<file path="config.mk">
export PLATFORM = sky130hd
export DESIGN_NAME = weight_init_lfsr
export DESIGN_NICKNAME = d
export VERILOG_FILES = /design/src/rtl/weight_init_lfsr.sv
export SDC_FILE = /design/constraint.sdc
export NUM_CORES = 1
export LEC_CHECK = 0
export CAP_MARGIN = 20
export CORE_ASPECT_RATIO = 0.9
export CORE_UTILIZATION = 52
export CTS_CLUSTER_DIAMETER = 40
export CTS_CLUSTER_SIZE = 20
export DETAILED_ROUTE_END_ITERATION = 8
export PLACE_DENSITY_LB_ADDON = 0.05
export SYNTH_ARGS = -nofsm -noshare
export SYNTH_HDL_FRONTEND = slang
export SYNTH_SLANG_ARGS = --single-unit
</file>
<file path="constraint.sdc">
create_clock -name Clock -period 4.25 [get_ports Clock]
set_clock_uncertainty 0.1 [all_clocks]
set_input_delay 0.85 -clock Clock [delete_from_list [all_inputs] [get_ports Clock]]
set_output_delay 0.85 -clock Clock [all_outputs]
set_load 0.02 [all_outputs]
</file>
<file path="src/rtl/weight_init_lfsr.sv">
// Seeds the weight RAM with a deterministic LFSR-derived sequence after each start pulse.
// Optional read-back check of the written contents is enabled with WINIT_READBACK_EN.
module weight_init_lfsr #(
    parameter int unsigned NUM_WEIGHTS  = 165,
    parameter int unsigned DATA_W       = 10,
    parameter int unsigned ADDR_W       = 8,
    parameter logic [15:0] SEED         = 16'hACE1,
    parameter int unsigned WEIGHT_SHIFT = 3
) (
    input  logic              Clock,
    input  logic              Rst,
    input  logic              start,
    input  logic              grant,
    input  logic [DATA_W-1:0] ram_q,
    output logic [DATA_W-1:0] ram_d,
    output logic [ADDR_W-1:0] ram_addr,
    output logic              ram_we,
    output logic              busy,
    output logic              done,
    output logic              verify_err
);

    localparam int unsigned LFSR_W    = 16;
    localparam logic [LFSR_W-1:0] LFSR_MASK = 16'hB400;
    localparam logic [ADDR_W-1:0] LAST_IDX  = ADDR_W'(NUM_WEIGHTS - 1);

`ifdef WINIT_READBACK_EN
    typedef enum logic [1:0] {S_IDLE, S_FILL, S_DONE, S_VERIFY} state_t;
`else
    typedef enum logic [1:0] {S_IDLE, S_FILL, S_DONE} state_t;
`endif

    state_t             state, state_n;
    logic [ADDR_W-1:0]  idx, idx_n;
    logic [LFSR_W-1:0]  lfsr, lfsr_n;
    logic [LFSR_W-1:0]  lfsr_adv;
    logic signed [DATA_W-1:0] weight;

`ifdef WINIT_READBACK_EN
    logic [DATA_W-1:0]  exp_q, exp_n;
    logic               chk_q, chk_n;
    logic               vlast_q, vlast_n;
    logic               err_q, err_n;
`endif

    // Galois step and scaled weight derived from the current LFSR value
    assign lfsr_adv = (lfsr >> 1) ^ (lfsr[0] ? LFSR_MASK : '0);
    assign weight   = $signed(lfsr[DATA_W-1:0]) >>> WEIGHT_SHIFT;

    always_ff @(posedge Clock or posedge Rst) begin
        if (Rst) begin
            state <= S_IDLE;
            idx   <= '0;
            lfsr  <= SEED;
`ifdef WINIT_READBACK_EN
            exp_q   <= '0;
            chk_q   <= 1'b0;
            vlast_q <= 1'b0;
            err_q   <= 1'b0;
`endif
        end else begin
            state <= state_n;
            idx   <= idx_n;
            lfsr  <= lfsr_n;
`ifdef WINIT_READBACK_EN
            exp_q   <= exp_n;
            chk_q   <= chk_n;
            vlast_q <= vlast_n;
            err_q   <= err_n;
`endif
        end
    end

    always_comb begin
        state_n  = state;
        idx_n    = idx;
        lfsr_n   = lfsr;
        ram_we   = 1'b0;
        ram_addr = '0;
        ram_d    = '0;
        busy     = 1'b0;
        done     = 1'b0;
`ifdef WINIT_READBACK_EN
        exp_n    = exp_q;
        chk_n    = 1'b0;
        vlast_n  = vlast_q;
        // Read data returns one cycle after the address; compare against the staged expectation
        err_n    = err_q | (chk_q && (ram_q != exp_q));
`endif

        case (state)
            S_IDLE, S_DONE: begin
                done = (state == S_DONE);
                if (start) begin
                    state_n = S_FILL;
                    idx_n   = '0;
                    lfsr_n  = SEED;
`ifdef WINIT_READBACK_EN
                    err_n   = 1'b0;
                    vlast_n = 1'b0;
`endif
                end
            end

            S_FILL: begin
                busy     = 1'b1;
                ram_we   = grant;
                ram_addr = idx;
                ram_d    = weight;
                if (grant) begin
                    lfsr_n = lfsr_adv;
                    if (idx == LAST_IDX) begin
`ifdef WINIT_READBACK_EN
                        state_n = S_VERIFY;
                        idx_n   = '0;
                        lfsr_n  = SEED;
                        vlast_n = 1'b0;
`else
                        state_n = S_DONE;
`endif
                    end else begin
                        idx_n = idx + ADDR_W'(1);
                    end
                end
            end

`ifdef WINIT_READBACK_EN
            S_VERIFY: begin
                busy = 1'b1;
                if (vlast_q) begin
                    // Final compare resolves this cycle
                    state_n = S_DONE;
                end else begin
                    ram_addr = idx;
                    if (grant) begin
                        chk_n  = 1'b1;
                        exp_n  = weight;
                        lfsr_n = lfsr_adv;
                        if (idx == LAST_IDX) begin
                            vlast_n = 1'b1;
                        end else begin
                            idx_n = idx + ADDR_W'(1);
                        end
                    end
                end
            end
`endif

            default: begin
                state_n = S_IDLE;
            end
        endcase
    end

`ifdef WINIT_READBACK_EN
    assign verify_err = err_q;
`else
    logic unused_ram_q;
    assign unused_ram_q = ^ram_q;
    assign verify_err   = 1'b0;
`endif

endmodule

</file>
==> run summary, run 1 <==
Status - finished, violations left
Failing checks - design-rule violations
Yosys warning count - 0
Unrepaired setup endpoints after global routing - false
CTS tree - built
Max_cap viols - 0
Final min period - 3.70 ns
Antenna Nets Post-Route - 0
Crit path arrival time - 2.75 ns
Worst Min Path Start - lfsr[9]$_DFFE_PP0P_
Starting Density - 0.566
Final count of pins violating max slew - 0
Vias per inst - 5.69
Synth Flop Type - dfrtp_1
Wirelength, routed - 2930 um
Startpoint Class - flop
Post-synthesis simple-gate area fraction - 0.272
Post-CTS Setup Bufs - 0
Diodes inserted - 0
Core footprint - 0.00251 sq mm
Clk pin slew, worst setup/hold paths - 0.13 ns
Crit path capture type - output pin
Area post-placement - 0.00161 sq mm
Worst reg2reg path depth - 5
Area grow syn2layout - 17.7%
CTS Buffer Depth - 2
Count of final setup violators - 0
Largest family of logic cells by synthesized area - simple AND/OR/NAND/NOR gates
Hold depth - 2
Required @ worst endpoint - 3.30 ns
FP Rows - 17
Fmax - 271 MHz
Initial drt markers - 34
XOR/XNOR share of the synthesized area - 0.0185
Max transition margin - 0.500
Synth area leaders - dfrtp_1 (32%), dfstp_2 (15%), nor2_1 (5.6%), and2_1 (5.3%), buf_4 (4.8%)
HP Class - flop to flop
H-tree levels - 1
Count of input and output buffers - 24
Share of flip-flops with an asynchronous set or reset - 1.00
TritonRoute pass-1 iters - 6
Final worst setup slack - 0.554 ns
Drc violations - 4
Post-Place Setup Slack - 0.845 ns
# resized after CTS - 0
Synthesized area - 0.00142 sq mm
Grt total ovfl - 0
VDD IR max - 332 uV
Synth top cells by count - nor2_1 (21), dfrtp_1 (18), nand2_1 (15), and2_1 (12), buf_4 (9)
Mapped Nets - 168
CTS Sinks - 26
I/O Pins - 36
Total CTS buffers - 3
Nets - 184
Die height - 51.6 um
Clock root buffer - clkbuf_4
Largest net degree at the start of global routing - 27
Hold EP - lfsr[9]$_DFFE_PP0P_
Synth Area in Compound Gates - 0.102
Worst r2r dst - idx[2]$_DFFE_PP0P_
Hold_ws - 0.377 ns
Post-CTS Hold Fix Bufs - 0
GPL Wtd Cong - 0.829
Mux cell area share after synthesis - 0.0388
Final Hold Viols - 0
Post-route cell area - 0.00167 sq mm
WS Path Type - flop to output pin
Insertion delay to the later sink of the worst-skew pair - 0.31 ns
Gate Count Post-Synth - 152
Die width - 57.1 um
Hpwl dp - 2060 um
Fraction of layout cells with a size suffix above 1 - 0.144
Number of register bits inferred by synthesis - 26
Flop-to-flop setup slack - 1.86 ns
R2R Path Start - state[1]$_DFFE_PP0P_
Slew @ Worst Pin - 0.749 ns
Synth cell types - 39
Synth area leader - dfrtp_1
Power Density - 609 mW/mm^2
Filler Cells Inserted - 214
First-pass GRT wire length - 4740 um
Post-synth EDFFs - 0
Die Area - 0.00294 sq mm
Post-Synth Adder-Cell Area - 0.0176
Design Power - 1020 uW
Setup TNS - 0 ns
Tot GR Track Use - 0.219
Syn avg cell area - 9.34 sq um
DR vias - 1109
Period utilisation layout - 0.870
Leakage - 0.000743 uW
Top-count cell post-synth - nor2_1
Initial antenna violation count - 0
Register area share after synthesis - 0.465
Vias in the first global route - 948
WL/cell - 15.0 um
Worst Path Max Fanout - 26
Synth top area share - 0.317
-- power breakdown --
part,switching [uW],leakage (uW),internal (uW)
combinational,226,0.000419,225
sequential,89.6,0.000302,356
clock,70.3,0.0000210,52.3
total,386,0.000743,633
-- per-stage QoR --
stage | util | instances
after global placement | 0.641 | 190
after detailed placement | 0.641 | 190
after global routing | 0.666 | 195
after CTS | 0.655 | 194
after floorplan | - | 152
final | 0.666 | 195
-- flip-flops by register name (all words and copies together), names as in the netlist --
signal and cells:
state 2, lfsr 16, idx 8
-- layout by cell type (no fill, tap or decap), types with 2 or more instances in the layout --
cell type        synthesis  routed
dfrtp_1                 18      18
o21ai_1                  2       2
clkbuf_4                 0       3
and2_1                  12      12
nand2b_1                 2       2
mux2_2                   4       4
nand3_1                  7       7
nor3_1                   7       7
ha_1                     2       2
dfstp_2                  8       8
nor2_1                  21      21
clkdlybuf4s50_1          0      24
xnor2_1                  3       3
a31oi_1                  5       5
inv_1                    8       8
nand2_1                 15      15
o21ai_0                  3       3
-- area by class of cell --
type	count	area, sq um	share of cell area
inverter	8	30.0	0.0180
tap	28	35.0	0.0210
timing repair buffer	25	268	0.160
multi-input combinational	104	642	0.384
sequential	26	661	0.395
clock buffer	4	36.3	0.0217
-- routing by layer --
metal,GRT usage,vias up,share of wire
li1,-,526,-
met1,0.332,541,0.48
met2,0.316,38,0.46
met3,0.0473,4,0.047
met4,0.0610,0,0.011
met5,0,-,0
-- worst max-delay path, cell delays in order (launching register included) --
cell and delay [ns]:
dfrtp_1 0.42, nand2b_1 0.37, inv_1 0.67, and2_1 0.33, clkdlybuf4s50_1 0.64
-- kinds of logic (layout without fill, tap and decap cells) --
group / Yosys count / count (layout)
AO/OA/AOI/OAI: 19 / 19
AND/OR/NAND/NOR: 74 / 74
multiplexers: 5 / 5
adder cells (fa/ha/maj): 2 / 2
XOR/XNOR: 3 / 3
other: 1 / 1
flip-flops: 26 / 26
buffers and inverters: 22 / 37
-- worst max path at each step --
stage                                    start          end  cells past startpoint
final                     state[1]$_DFFE_PP0P_     ram_d[9]                      4
after global routing      state[1]$_DFFE_PP0P_     ram_d[6]                      4
after CTS                 state[1]$_DFFE_PP0P_     ram_d[8]                      4
after detailed placement                 grant       ram_we                      4
after global placement                   grant       ram_we                      4
after floorplan           state[1]$_DFFE_PP0P_  ram_addr[2]                      4
No activity file was read; power rests on OpenSTA's default activity.
==> run 2: changes to the inputs <==
--- a/config.mk
+++ b/config.mk
@@ -5,7 +5,6 @@
 export SDC_FILE = /design/constraint.sdc
 export NUM_CORES = 1
 export LEC_CHECK = 0
-export CAP_MARGIN = 20
 export CORE_ASPECT_RATIO = 0.9
 export CORE_UTILIZATION = 52
 export CTS_CLUSTER_DIAMETER = 40
==> run summary, run 2 (synthesis results as in run 1) <==
Starting Density - 0.566 (unchanged)
Initial antenna violation count - 0 (unchanged)
HP Class - flop to flop
Worst reg2reg path depth - 5 (unchanged)
Clk pin slew, worst setup/hold paths - 0.13 ns (about the same)
Slowest CP cell - inv_1
Setup TNS - 0 ns (unchanged)
WS Path Type - flop to output pin
Insertion delay to the later sink of the worst-skew pair - 0.31 ns (about the same)
Post-CTS Hold Fix Bufs - 0 (unchanged)
Slew @ Worst Pin - 0.985 ns (+0.236 ns)
Max_cap viols - 0 (unchanged)
Die height - 51.6 um (unchanged)
TritonRoute pass-1 iters - 6 (unchanged)
Max reg flops - 16 (unchanged)
Power Density - 617 mW/mm^2 (+1.3%)
Most common cell after layout, fill and taps aside - clkdlybuf4s50_1
WP depth - 4 (unchanged)
Largest net degree at the start of global routing - 27 (unchanged)
R2R Path Start - state[1]$_DFFE_PP0P_
Most frequent cells in the layout - clkdlybuf4s50_1 (24), nor2_1 (21), dfrtp_1 (18)
Total CTS buffers - 3 (unchanged)
Final count of pins violating max slew - 0 (unchanged)
Finished Layout Cells - 194 (-0.51%)
Reg area - 661 sq um (unchanged)
Status - finished, violations left
Area grow syn2layout - 15.8%
Crit-path cells - nand2b_1 > inv_1 > and2_1 > clkdlybuf4s50_1
Vias per inst - 5.59 (-1.7%)
Count of final setup violators - 0 (unchanged)
VDD IR max - 332 uV (about the same)
H-tree levels - 1 (unchanged)
Initial drt markers - 30 (-12%)
Max transition margin - 0.343 (-0.157)
Post-CTS Setup Bufs - 0 (unchanged)
DR vias - 1085 (-2.2%)
Vias in the first global route - 948 (unchanged)
Drc violations - 4 (unchanged)
Crit path largest cell delay - 0.66 ns (about the same)
Top Family by Delay on Critical Path - buffers and inverters
Period utilisation layout - 0.864 (-0.00604)
Required @ worst endpoint - 3.30 ns (about the same)
Final min period - 3.67 ns (-0.0257 ns)
Critical path buffers and inverters - 2 (unchanged)
Top flop regs - lfsr: 16 flops, idx: 8 flops, state: 2 flops
Footprint of the multi-input gates - 642 sq um (unchanged)
Antenna Nets Post-Route - 0 (unchanged)
WL/cell - 14.9 um (-1.0%)
Biggest register - lfsr
Fraction of layout cells with a size suffix above 1 - 0.139 (-0.00516)
Die Area - 0.00294 sq mm (unchanged)
FP Rows - 17 (unchanged)
Fmax - 272 MHz (+0.70%)
Hold depth - 2 (unchanged)
CTS tree - built
Startpoint Class - flop
Worst Path Max Fanout - 26 (unchanged)
Diodes inserted - 0 (unchanged)
Crit path capture type - output pin
Leakage - 0.000730 uW (-1.7%)
Failing checks - design-rule violations
Die width - 57.1 um (unchanged)
Nets - 183 (-0.54%)
CTS Buffer Depth - 2 (unchanged)
Core footprint - 0.00251 sq mm (unchanged)
Clock root buffer - clkbuf_4
GPL Wtd Cong - 0.829 (unchanged)
First-pass GRT wire length - 4740 um (unchanged)
CTS Sinks - 26 (unchanged)
Wirelength, routed - 2880 um (-1.5%)
Grt total ovfl - 0 (unchanged)
Unrepaired setup endpoints after global routing - false
# resized after CTS - 0 (unchanged)
Worst setup startpoint - state[1]$_DFFE_PP0P_
Final Hold Viols - 0 (unchanged)
Worst Min Path Start - lfsr[9]$_DFFE_PP0P_
Hpwl dp - 2060 um (unchanged)
Count of input and output buffers - 24 (unchanged)
I/O Pins - 36 (unchanged)
Filler Cells Inserted - 216 (+0.93%)
Dpl cells - 190 (unchanged)
Crit path arrival time - 2.72 ns (-0.03 ns)
Tot GR Track Use - 0.219 (unchanged)
[run 2: cell count changes in the layout (fill, tap and decap cells not counted)]
cell / previous run / this run
buf_16: 1 / 0
[run 2: layout make-up]
class,instances,area share
inverters,8,0.0183
multi-input cells,104,0.390
well taps,28,0.0213
repair buffers,24,0.146
clock buffers,4,0.0221
flip-flops and latches,26,0.402
[run 2: where the power goes]
part           total, uW  switching (uW)  internal [uW]
Combinational        446             224            222
Sequential           445            89.2            356
Clock                124            71.5           52.3
[run 2: worst paths after layout]
check / to / slack, ns
min in group asynchronous: idx[5]$_DFFE_PP0P_ / 0.96
max reg2reg: idx[2]$_DFFE_PP0P_ / 1.86
max: ram_d[9] / 0.58
min reg2reg: lfsr[9]$_DFFE_PP0P_ / 0.38
max in group asynchronous: lfsr[4]$_DFFE_PP0P_ / 2.49
min: lfsr[9]$_DFFE_PP0P_ / 0.38
[run 2: metrics by stage]
step           utilization  total power (uW)  hold WS [ns]  area [sq um]  worst slack, ns
2_1_floorplan            -               752         0.330          1420             1.93
3_3_place_gp         0.641               875         0.340          1610            0.891
3_5_place_dp         0.641               897         0.348          1610            0.845
4_1_cts              0.655              1020         0.383          1640            0.546
5_1_grt              0.655              1080         0.406          1640            0.407
6_report             0.655              1010         0.379          1640            0.580
[run 2: metal layers]
| layer | up-vias | global-route usage | part of all wire |
|---|---|---|---|
| li1 | 522 | - | - |
| met2 | 37 | 0.316 | 0.45 |
| met3 | 4 | 0.0473 | 0.046 |
| met5 | - | 0 | 0 |
| met4 | 0 | 0.0610 | 0.011 |
| met1 | 522 | 0.332 | 0.49 |
[run 2: tightest hold or removal path: stages, from the launching register on]
cell,delay (ns)
dfrtp_1,0.36
nand2_1,0.05
nand2_1,0.05
